[config.mk]
export PLATFORM = sky130hd
export DESIGN_NAME = clock_set_controller
export DESIGN_NICKNAME = d
export VERILOG_FILES = /design/src/rtl/clock_set_controller.sv
export SDC_FILE = /design/constraint.sdc
export NUM_CORES = 1
export LEC_CHECK = 0
export CORE_MARGIN = 5
export CORE_UTILIZATION = 47
export CTS_BUF_LIST = sky130_fd_sc_hd__clkbuf_16
export DETAILED_ROUTE_END_ITERATION = 6
export PLACE_DENSITY = 0.86
export SYNTH_ARGS = -nofsm -noshare
export SYNTH_HDL_FRONTEND = slang
export SYNTH_SLANG_ARGS = --single-unit
[constraint.sdc]
create_clock -name clk -period 1.67 [get_ports clk]
set_input_delay 0.167 -clock clk [delete_from_list [all_inputs] [get_ports clk]]
set_output_delay 0.167 -clock clk [all_outputs]
set_load 0.01 [all_outputs]
[src/rtl/clock_set_controller.sv]
// Keypad time/alarm entry controller for a digital clock.
// Collects BCD HH:MM digits, validates on commit and steers the display source.
module clock_set_controller (
  input  logic        clk,
  input  logic        reset,
  input  logic        one_second,
  input  logic        key_valid,
  input  logic [3:0]  key,
  input  logic        load_time_btn,
  input  logic        load_alarm_btn,
  input  logic        show_alarm_btn,
  output logic [15:0] set_data,
  output logic        load_time,
  output logic        load_alarm,
  output logic        show_time,
  output logic        show_new_time,
  output logic        show_alarm,
  output logic        entry_error
);

  typedef enum logic [1:0] {StShowTime, StKeyEntry, StShowAlarm} state_e;

  localparam logic [3:0] TimeoutTicks = 4'd10;

  state_e      state_q, state_d;
  logic [15:0] set_data_q, set_data_d;
  logic [2:0]  digit_cnt_q, digit_cnt_d;
  logic [3:0]  timeout_q, timeout_d;
  logic        load_time_q, load_time_d;
  logic        load_alarm_q, load_alarm_d;
  logic        entry_error_q, entry_error_d;
  logic        show_time_q, show_time_d;
  logic        show_new_time_q, show_new_time_d;
  logic        show_alarm_q, show_alarm_d;

  logic is_digit;
  logic commit_busy;
  logic entry_ok;

  assign is_digit    = key_valid && (key <= 4'd9);
  // A commit pulse is in flight; KEY_ENTRY waits one cycle before returning.
  assign commit_busy = load_time_q || load_alarm_q || entry_error_q;

  always_comb begin
    entry_ok = (digit_cnt_q == 3'd4)
             && (set_data_q[15:12] <= 4'd2)
             && (set_data_q[11:8] <= 4'd9)
             && ((set_data_q[15:12] != 4'd2) || (set_data_q[11:8] <= 4'd3))
             && (set_data_q[7:4] <= 4'd5)
             && (set_data_q[3:0] <= 4'd9);
  end

  always_comb begin
    state_d       = state_q;
    set_data_d    = set_data_q;
    digit_cnt_d   = digit_cnt_q;
    timeout_d     = timeout_q;
    load_time_d   = 1'b0;
    load_alarm_d  = 1'b0;
    entry_error_d = 1'b0;

    unique case (state_q)
      StShowTime: begin
        timeout_d = 4'd0;
        if (is_digit) begin
          set_data_d  = {12'h000, key};
          digit_cnt_d = 3'd1;
          state_d     = StKeyEntry;
        end else if (show_alarm_btn) begin
          state_d = StShowAlarm;
        end
      end
      StKeyEntry: begin
        if (commit_busy) begin
          state_d   = StShowTime;
          timeout_d = 4'd0;
        end else if (load_time_btn || load_alarm_btn) begin
          // Time wins when both buttons are pressed together.
          if (entry_ok) begin
            load_time_d  = load_time_btn;
            load_alarm_d = !load_time_btn;
          end else begin
            entry_error_d = 1'b1;
          end
          timeout_d = 4'd0;
        end else if (is_digit) begin
          set_data_d  = {set_data_q[11:0], key};
          digit_cnt_d = (digit_cnt_q == 3'd4) ? 3'd4 : digit_cnt_q + 3'd1;
          timeout_d   = 4'd0;
        end else if (one_second) begin
          if (timeout_q == TimeoutTicks - 4'd1) begin
            timeout_d = 4'd0;
            state_d   = StShowTime;
          end else begin
            timeout_d = timeout_q + 4'd1;
          end
        end
      end
      StShowAlarm: begin
        if (!show_alarm_btn) begin
          state_d = StShowTime;
        end
      end
      default: begin
        state_d = StShowTime;
      end
    endcase

    show_time_d     = (state_d == StShowTime);
    show_new_time_d = (state_d == StKeyEntry);
    show_alarm_d    = (state_d == StShowAlarm);
  end

  always_ff @(posedge clk) begin
    if (reset) begin
      state_q         <= StShowTime;
      set_data_q      <= 16'h0000;
      digit_cnt_q     <= 3'd0;
      timeout_q       <= 4'd0;
      load_time_q     <= 1'b0;
      load_alarm_q    <= 1'b0;
      entry_error_q   <= 1'b0;
      show_time_q     <= 1'b1;
      show_new_time_q <= 1'b0;
      show_alarm_q    <= 1'b0;
    end else begin
      state_q         <= state_d;
      set_data_q      <= set_data_d;
      digit_cnt_q     <= digit_cnt_d;
      timeout_q       <= timeout_d;
      load_time_q     <= load_time_d;
      load_alarm_q    <= load_alarm_d;
      entry_error_q   <= entry_error_d;
      show_time_q     <= show_time_d;
      show_new_time_q <= show_new_time_d;
      show_alarm_q    <= show_alarm_d;
    end
  end

  assign set_data      = set_data_q;
  assign load_time     = load_time_q;
  assign load_alarm    = load_alarm_q;
  assign show_time     = show_time_q;
  assign show_new_time = show_new_time_q;
  assign show_alarm    = show_alarm_q;
  assign entry_error   = entry_error_q;

endmodule
# Word level (Yosys, flattened, before mapping)
# Cells that the tools add are included.
# classes
mux	27
n_eq_ne	12
reduce_logical	18
n_addsub	2
n_bitwise	3
order_cmp	6
# ops
operator	n
two-way mux 16 bit	4
case mux 16 bit (2 select lines)	1
two-way mux 4 bit	5
two-way mux 2 bit	8
two-way mux 3 bit	5
<= comparator 4 bit, second input constant	3
<= comparator 4 x 2 -> 1 bit, second input constant	2
!= test 2 bit, second input constant	4
case mux 4 bit (2 select lines)	1
logical AND 1 bit	6
case mux 2 bit (3 select lines)	1
case mux 3 bit (2 select lines)	1
!= test 5 bit, second input constant	1
AND reduction 5 bit	1
OR reduction 5 bit	1
adder 4 x 1 -> 4 bit, second input constant	1
== test 2 x 1 -> 1 bit, second input constant	2
== test 2 bit, second input constant	2
== test 4 bit, second input constant	1
<= comparator 4 x 3 -> 1 bit, second input constant	1
logical NOT 2 bit	2
logical OR 1 bit	4
!= test 4 x 2 -> 1 bit, second input constant	1
OR reduction 4 bit	1
7 further kinds	9
# totals
input_bits	11
output_inout_bits	22
wordCells	78
regBits	31

# Logic depth before layout (Yosys ltp)
# Gate-level depths: netlist of the first run.
# depth
word_depth	8
ltp_mapped	7

# Worst setup path before layout of the first run
# OpenSTA, ideal clock, no wires.
# synth_path
kind	flip-flop to flip-flop
startpoint	reg load_alarm_q (netlist: load_alarm)
endpoint	reg set_data_q[11] (netlist: set_data[11])
n_path_buf	2
synth_period_minus_slack_ns	1.387
arrival_time_ns	1.255
required_time_ns	1.538
stages_incl_launch_ff	8
slack_ns	0.283
cell_sequence	dfxtp_1 nor3_4 nand2_1 a21o_1 buf_2 buf_2 nand2_1 a21oi_1
# synth_between
elab_chain_len	4
# synth_rtl
item	line	text
from (decl)	30	logic load_alarm_q, load_alarm_d;
from (signal assigned)	132	load_alarm_q <= load_alarm_d;
logical OR 1 bit (2 in series)	42	assign commit_busy = load_time_q || load_alarm_q || entry_error_q;
!= test 2 bit (no line)	n/a	
AND reduction 5 bit (no line)	n/a	
to (signal assigned)	128	set_data_q <= set_data_d;
to (decl)	26	logic [15:0] set_data_q, set_data_d;
# Every way passes these cells.
# A chain may end at the register's enable or synchronous reset.

# Final worst setup path of the first run
# layout_path
startpoint	reg timeout_q[1]
endpoint	reg timeout_q[0]
# layout_between
elab_chain_len	7
# layout_rtl
item	line	text
from (decl)	28	logic [3:0] timeout_q, timeout_d;
from (signal assigned)	130	timeout_q <= timeout_d;
== test 4 bit	91	if (timeout_q == TimeoutTicks - 4'd1) begin
two-way mux 4 bit	91	
two-way mux 4 bit	90	end else if (one_second) begin
two-way mux 4 bit	86	end else if (is_digit) begin
two-way mux 4 bit	77	end else if (load_time_btn || load_alarm_btn) begin
two-way mux 4 bit	74	if (commit_busy) begin
case mux 4 bit (2 select lines)	62	unique case (state_q)
# Every way passes these cells. The select of a mux whose other input is x is not followed.

==> results.ini, run 1 <==
[run_status]
outcome = finished, final reports clean

[sta]
period_minus_slack_ps = 1510
max_freq_mhz = 664
setup_tns_ps = 0
worst_pin_slew_ps = 383
fin_skew_ps = 2.43
finalSetupViolations = 0
setup_ws_ps = 165
period_share_pct = 90.1
slew_violations = 0
hold_violations = 0
slew_headroom_pct = 74.4

[drt]
drt_iter0_drc = 39
drc = 0
vias = 1259
dr.pass1.iters = 4
totalWireLength_mm = 3.25
routed_via_density = 5.52
ant_nets = 0
wl_per_cell_um = 14.3

[cts]
cts_buffer_depth = 2
clkTransAtPathRegs_ps = 50
h-tree-depth = 2
worstSkewPairLatency_ps = 280
clock_sinks = 31
cts_tree = done
clockRootBuffer = clkbuf_16
cts-buffers-inserted = 5

[die]
core_area_um2 = 2710
rows = 19
dieWidth_um = 62.9
die_y_um = 62.9
ios = 33
dieArea_um2 = 3950
initial_utilization_pct = 48.5

[setup_path]
slowest_delay_ps = 370
start_kind = flop
crit_slowest_cell = dfxtp_1
cp.required_ps = 1860
startpoint = timeout_q[1]
crit_fanout = 4
rr_startpoint = timeout_q[1]
arrival_ps = 1700
path_cells = inv_1, ha_1, and3_1, nor3b_4, nand2_1, o31ai_2
r2r_cells = 6
worstSetupEndpointType = flop
critical_path_class = flop to flop

[synth]
synth_cell_types = 34
yosys-top-cells-area = dfxtp_1 47%, a21oi_1 9.9%, nand2_1 7.4%
synth_most_common_cell = dfxtp_1
synth_area_um2 = 1310
async_flop_share_pct = 0
synth_ff_type = dfxtp_1
syn-instance-count = 155
seq_area_frac_synth_pct = 47.2
yosys.area.top_type = dfxtp_1
syn_nets = 170
synth_top_area_share_pct = 47.2
avgSynthCellArea_um2 = 8.48
yosys_warnings = 0
synth_edf_count = 0
yosys-top-cells-count = 31 x dfxtp_1, 26 x a21oi_1, 26 x nand2_1
ys_seq_elements = 31

[pwr]
power.leakage_nw = 0.691
power_density_nw_per_um2 = 974
vdd_drop_max_mv = 1.17

[hold_path]
hold_path_class = primary input to flop
hold_path.startpoint = key[0]
whs_path_depth = 3

[cells_and_area]
drive_gt1_share_pct = 12.7
fin_util_pct = 68.6
layout.nets = 211
synthToLayoutAreaGrowth_pct = 41.5
antenna_cells = 0

[place]
portBuffers = 32
pre_cts_slack_ps = -90.8
gp_congestion = 0.779
hpwlAfterDp_mm = 2.35

[job]
drv_cap = 0

[grt]
overflow = 0
antenna_found_initial = 0
grt_usage_pct = 17.6
grt_pass1_vias = 1280
grt_max_degree = 16
grt_pass1_wl_mm = 5.54

state kept, by name, indices dropped and copies added (netlist names):
register / flops
load_alarm: 1
entry_error: 1
digit_cnt_q: 3
show_alarm: 1
state_q: 2
load_time: 1
show_time: 1
set_data: 16
show_new_time: 1
timeout_q: 4
placed cells by master (no fill, tap or decap), types with 5 or more instances in the layout:
master,instances
a21oi_1,26
buf_4,11
clkbuf_16,5
clkdlybuf4s50_1,32
dfxtp_1,31
inv_1,8
nand2_1,26
nand3_1,14
critical path: cells and delay by family, from the launching register on:
| kind | cells | cell delay [ps] |
|---|---|---|
| compound gates | 1 | 190 |
| fa+ha+maj | 1 | 180 |
| buf+inv | 1 | 70 |
| flops | 1 | 370 |
| simple gates | 3 | 610 |
layout make-up:
type                    instances  area (um^2)
clock buffers                   5          125
repair buffers                 43          403
flip-flops and latches         31          621
inverters                       6         22.5
multi-input cells             109          637
clock inverters                 3         12.5
fillers                       236          851
well taps                      31         38.8
kinds of logic after synthesis:
family                     after synthesis  share of synthesized area [%]
adders and majority gates                4                           3.81
and+or+nand+nor                         66                           26.7
buffers and inverters                   15                           5.14
AOI/OAI and AO/OA                       39                           17.1
DFF                                     31                           47.2
routing by layer:
| metal | global-route usage (%) | vias up | share of wire [%] |
|---|---|---|---|
| met2 | 29.4 | 30 | 52 |
| met3 | 7.55 | 7 | 6.0 |
| met1 | 18.3 | 597 | 40 |
| met5 | 0 | - | 0 |
| met4 | 9.55 | 0 | 2.4 |
| li1 | - | 625 | - |
power by group:
part / switching, mW / internal (mW) / total [mW]
sequential: 0.0151 / 0.762 / 0.777
clock: 0.303 / 0.536 / 0.839
combinational: 0.0985 / 0.0956 / 0.194
total: 0.417 / 1.39 / 1.81
worst paths after layout:
path,slack [ps],end
worst max-delay path,160,timeout_q[0]
worst min-delay path,460,set_data[0]
worst min register to register,470,set_data[8]
worst max register to register,160,timeout_q[0]
stage by stage:
step	instance area (um^2)	total power, mW	hold slack [ps]	std cells
CTS	1830	1.82	453	226
global route	1860	1.89	486	228
detailed placement	1700	0.977	467	218
global placement	1700	0.969	459	218
finish	1860	1.81	457	228
floorplan	1310	0.888	303	155
timing repair:
item	CTS	global route
gates resized for setup	0	2
hold buffers	0	0
buffers inserted	0	2
endpoints found under the setup margin	0	2
No activity file was read; power rests on OpenSTA's default activity.
==> inputs of run 2 (changes only) <==
- TNS_END_PERCENT: not set -> 100
==> results of run 2 <==
Final layout, timing and power as in run 1 (identical DEF).
==> patch 1, RTL diff (flow settings as in run 2) <==
The output `show_new_time` loses its register stage (`show_new_time_q` becomes a continuous assignment).
--- a/src/rtl/clock_set_controller.sv
+++ b/src/rtl/clock_set_controller.sv
@@ -123,3 +123,2 @@
       show_time_q     <= 1'b1;
-      show_new_time_q <= 1'b0;
       show_alarm_q    <= 1'b0;
@@ -134,3 +133,2 @@
       show_time_q     <= show_time_d;
-      show_new_time_q <= show_new_time_d;
       show_alarm_q    <= show_alarm_d;
@@ -138,2 +136,4 @@
   end
+
+  assign show_new_time_q = show_new_time_d;
 
Function: changed (Yosys sat finds a counterexample within 4 cycles, from zero or initial values and one cycle with reset high).
==> patch 1 against run 2 <==
The run now ends with setup timing left; cell area up 19%; sequential cell count down 1; first-iteration DRC count rose to 2.6 times the old value; setup slack worse by 0.19 ns; total power up 12%; non-clock buffer count up 21; area after synthesis up 6.6%; routed wire length up 33%.
==> patch 1: results <==
[status]
status = finished, violations left
failing_checks = setup timing

[timing]
timing.final.ws_setup_ns = -0.0244
report.final.setup_viol = 3

[global_route]
grt.met2_usage_pct = 38.9
met3_usage_pct = 6.22
groute.usage.overall_pct = 22.2

[power]
p_seq_share_pct = 37.0
intPower_mw = 1.56
power_frac_clock_pct = 48.8

[placed_design]
place_congestion = 0.869

[synth]
synth_fp_nets = 176
total_of_flip_flops_plus_latches_after_synthesis = 30
syn_avg_cell_area_um2 = 8.70

[detailed_routing]
drt_iter0_markers = 101
wirelength_um = 4320
dr_total_vias = 1492
routedLengthMet1_um = 1780

[critical_path]
timing.critical_path.arrival_ns = 1.53
cp_max_fo = 2

[die]
design.core.area_um2 = 2810

[layout]
final_nets = 235
layout.buffer.nonclock.area_share_pct = 26.2
multi_input_logic_area_um2 = 805
fraction_of_area_in_registers_pct = 27.3
[patch 1: cell types whose count changed after synthesis, moves of 5 or more]
cell                             run 2  this run
sky130_fd_sc_hd__a21oi_1            26        21
sky130_fd_sc_hd__o21ai_0             2        20
sky130_fd_sc_hd__nand4_1             0        15
sky130_fd_sc_hd__nand3_1            14         6
sky130_fd_sc_hd__nor3_1              1         6
sky130_fd_sc_hd__nand2_1            26         5
[patch 1: logic make-up after synthesis]
logic type | share of synthesized area (%)
AND/OR/NAND/NOR | 24.0
AO/OA/AOI/OAI | 22.5
flip-flops | 42.9
buffers and inverters | 6.26
adder cells (fa/ha/maj) | 3.57
multiplexers | 0.715
[patch 1: worst paths after layout]
| check | to | cells past startpoint | slack [ns] | startpoint |
|---|---|---|---|---|
| setup / recovery | show_new_time | 6 | -0.02 | timeout_q[1] |
| hold / removal | set_data[0] | 3 | 0.48 | key[0] |
| setup reg to reg | set_data[15] | 6 | -0.01 | load_time |
| hold reg to reg | set_data[12] | 2 | 0.48 | set_data[12] |
==> patch 2, RTL diff (flow settings as in run 2) <==
Made on the original files. The localparam `TimeoutTicks` goes from 4'd10 to 4'd8.
--- a/src/rtl/clock_set_controller.sv
+++ b/src/rtl/clock_set_controller.sv
@@ -22,3 +22,3 @@
 
-  localparam logic [3:0] TimeoutTicks = 4'd10;
+  localparam logic [3:0] TimeoutTicks = 4'd8;
 
Behaviour: not the same (a bounded check fails within 10 cycles, from zero or initial values and one cycle with reset high).
==> patch 2 against run 2 <==
Cell area increased by 8.0%; combinational power increased by 16%; clock skew about the same; synthesized cell count is 3.9% higher; non-clock buffer count rose by 1; routed wire length grew 13%; sequential cell count unchanged; first-iteration DRC count up 90%; setup slack got worse by 0.066 ns; area after synthesis up 9.6%; global-route usage up 0.51 points; via count increased by 9.3%; total power increased by 11%.
==> patch 2: results <==
[status]
status = complete, no violations

[timing]
finClkSkew_ns = 0.00243
period_minus_slack_ns = 1.57
finalHoldWorstSlack_ns = 0.455
tightest_slew_margin_relative_to_the_limit_pct = 77.9

[detailed_routing]
drt_iter0_markers = 74
first_pass_iters = 4
dr_total_vias = 1376
routedWlPerCell_um = 15.8

[layout]
final_nets = 212
fin_cells = 232
max_ffs_per_register = 16
num_antenna_cells = 0
layout-drive-gt1-share_pct = 14.6

[synth]
yosys_warning_total = 0
synth_top_area_share_pct = 43.1
synth_sequential_area_ratio_pct = 43.1
synth.area.top_cells = sky130_fd_sc_hd__dfxtp_1 43%, sky130_fd_sc_hd__a21oi_1 7.3%, sky130_fd_sc_hd__o21ai_0 6.6%
post_synth_inst_count = 161
share_of_synthesized_flip_flops_with_an_asynchronous_set_or_reset_pct = 0
synth_fp_nets = 175
yosys.cell_types.count = 39
synth_commonest_cells = 31 x sky130_fd_sc_hd__dfxtp_1, 21 x sky130_fd_sc_hd__a21oi_1, 19 x sky130_fd_sc_hd__o21ai_0

[clock_network]
cts_buffers = 5
clock_tree.root_cell = sky130_fd_sc_hd__clkbuf_16
cts.clk_slew.worst_paths_ns = 0.05
ctsHtreeMaxLevel = 2
clockBufferDepth = 2
worstSkewPairLatency_ns = 0.28

[placed_design]
place.detailed.instances = 222
dp_hpwl_um = 2490
numPortBuffers = 32
dp_worst_setup_slack_ns = -0.0730
place_congestion = 0.854
detailed_place.area_um2 = 1810

[global_route]
grt_max_degree = 27
vias_in_the_first_global_route = 1319
grt_first_pass_wirelength_um = 5970
groute.usage.overall_pct = 18.1
grt_antenna_before_repair = 0

[critical_path]
critical_path.reg2reg.startpoint = load_alarm
timing.critical_path.arrival_ns = 1.77
cp_max_fo = 6
setup.reg_to_reg.worst_slack_ns = 0.1
worstRegToRegCells = 5
timing.rr.end = digit_cnt_q[2]
timing_worst_setup_path_type = flip-flop to flip-flop

[power]
vdd_ir_drop_max_uv = 640
total_leakage_power_nw = 0.711
intPower_mw = 1.56

[hold_path]
whs_endpoint = set_data[0]
worst_hold_startpoint = key[0]
min_path_type = input pin to flip-flop
min_path_cells = 3
## patch 2: cells by family after synthesis
family	count (synthesis)	synth area share (%)
flip-flops	31	43.1
buffers and inverters	19	6.52
AO/OA/AOI/OAI	60	26.7
adder cells (fa/ha/maj)	3	2.61
AND/OR/NAND/NOR	47	20.4
multiplexers	1	0.695
## patch 2: critical path: stages, from the launching register on
cell and delay [ns]:
sky130_fd_sc_hd__dfxtp_1 0.31, sky130_fd_sc_hd__or3_4 0.44, sky130_fd_sc_hd__o21ai_4 0.25, sky130_fd_sc_hd__clkbuf_2 0.19
sky130_fd_sc_hd__a31oi_1 0.09, sky130_fd_sc_hd__a211oi_1 0.21
## patch 2: power groups by stage
stage	clock [mW]	sequential, mW	combinational (mW)
3_5_place_dp	0	0.790	0.215
3_3_place_gp	0	0.789	0.209
4_1_cts	1.02	0.775	0.217
5_1_grt	1.05	0.777	0.244
2_1_floorplan	0	0.791	0.119
6_report	1.01	0.776	0.226
## patch 2: layout make-up
type                       instances  area, um^2
fill                             234         995
multi-input combinational        111         743
sequential                        31         621
timing repair buffer              44         420
clock buffer                       5         125
tap                               33        41.3
clock inverter                     3        38.8
inverter                           5        18.8
## patch 2: metal layers
layer  track usage, %  part of all wire [%]  wire length (um)  vias to the layer above
li1                 -                     -                 -                      670
met1             22.1                    44              1610                      640
met2             28.6                    47              1730                       57
met3             6.32                   6.9               255                        9
met4             7.77                   2.4                87                        0
met5                0                     0                 0                        -
## patch 2: what timing repair did
action / 4_1_cts / 5_1_grt
setup buffers: 0 / 2
setup endpoints to repair: 1 / 20
resized for setup: 0 / 3
pin swaps: 1 / 2
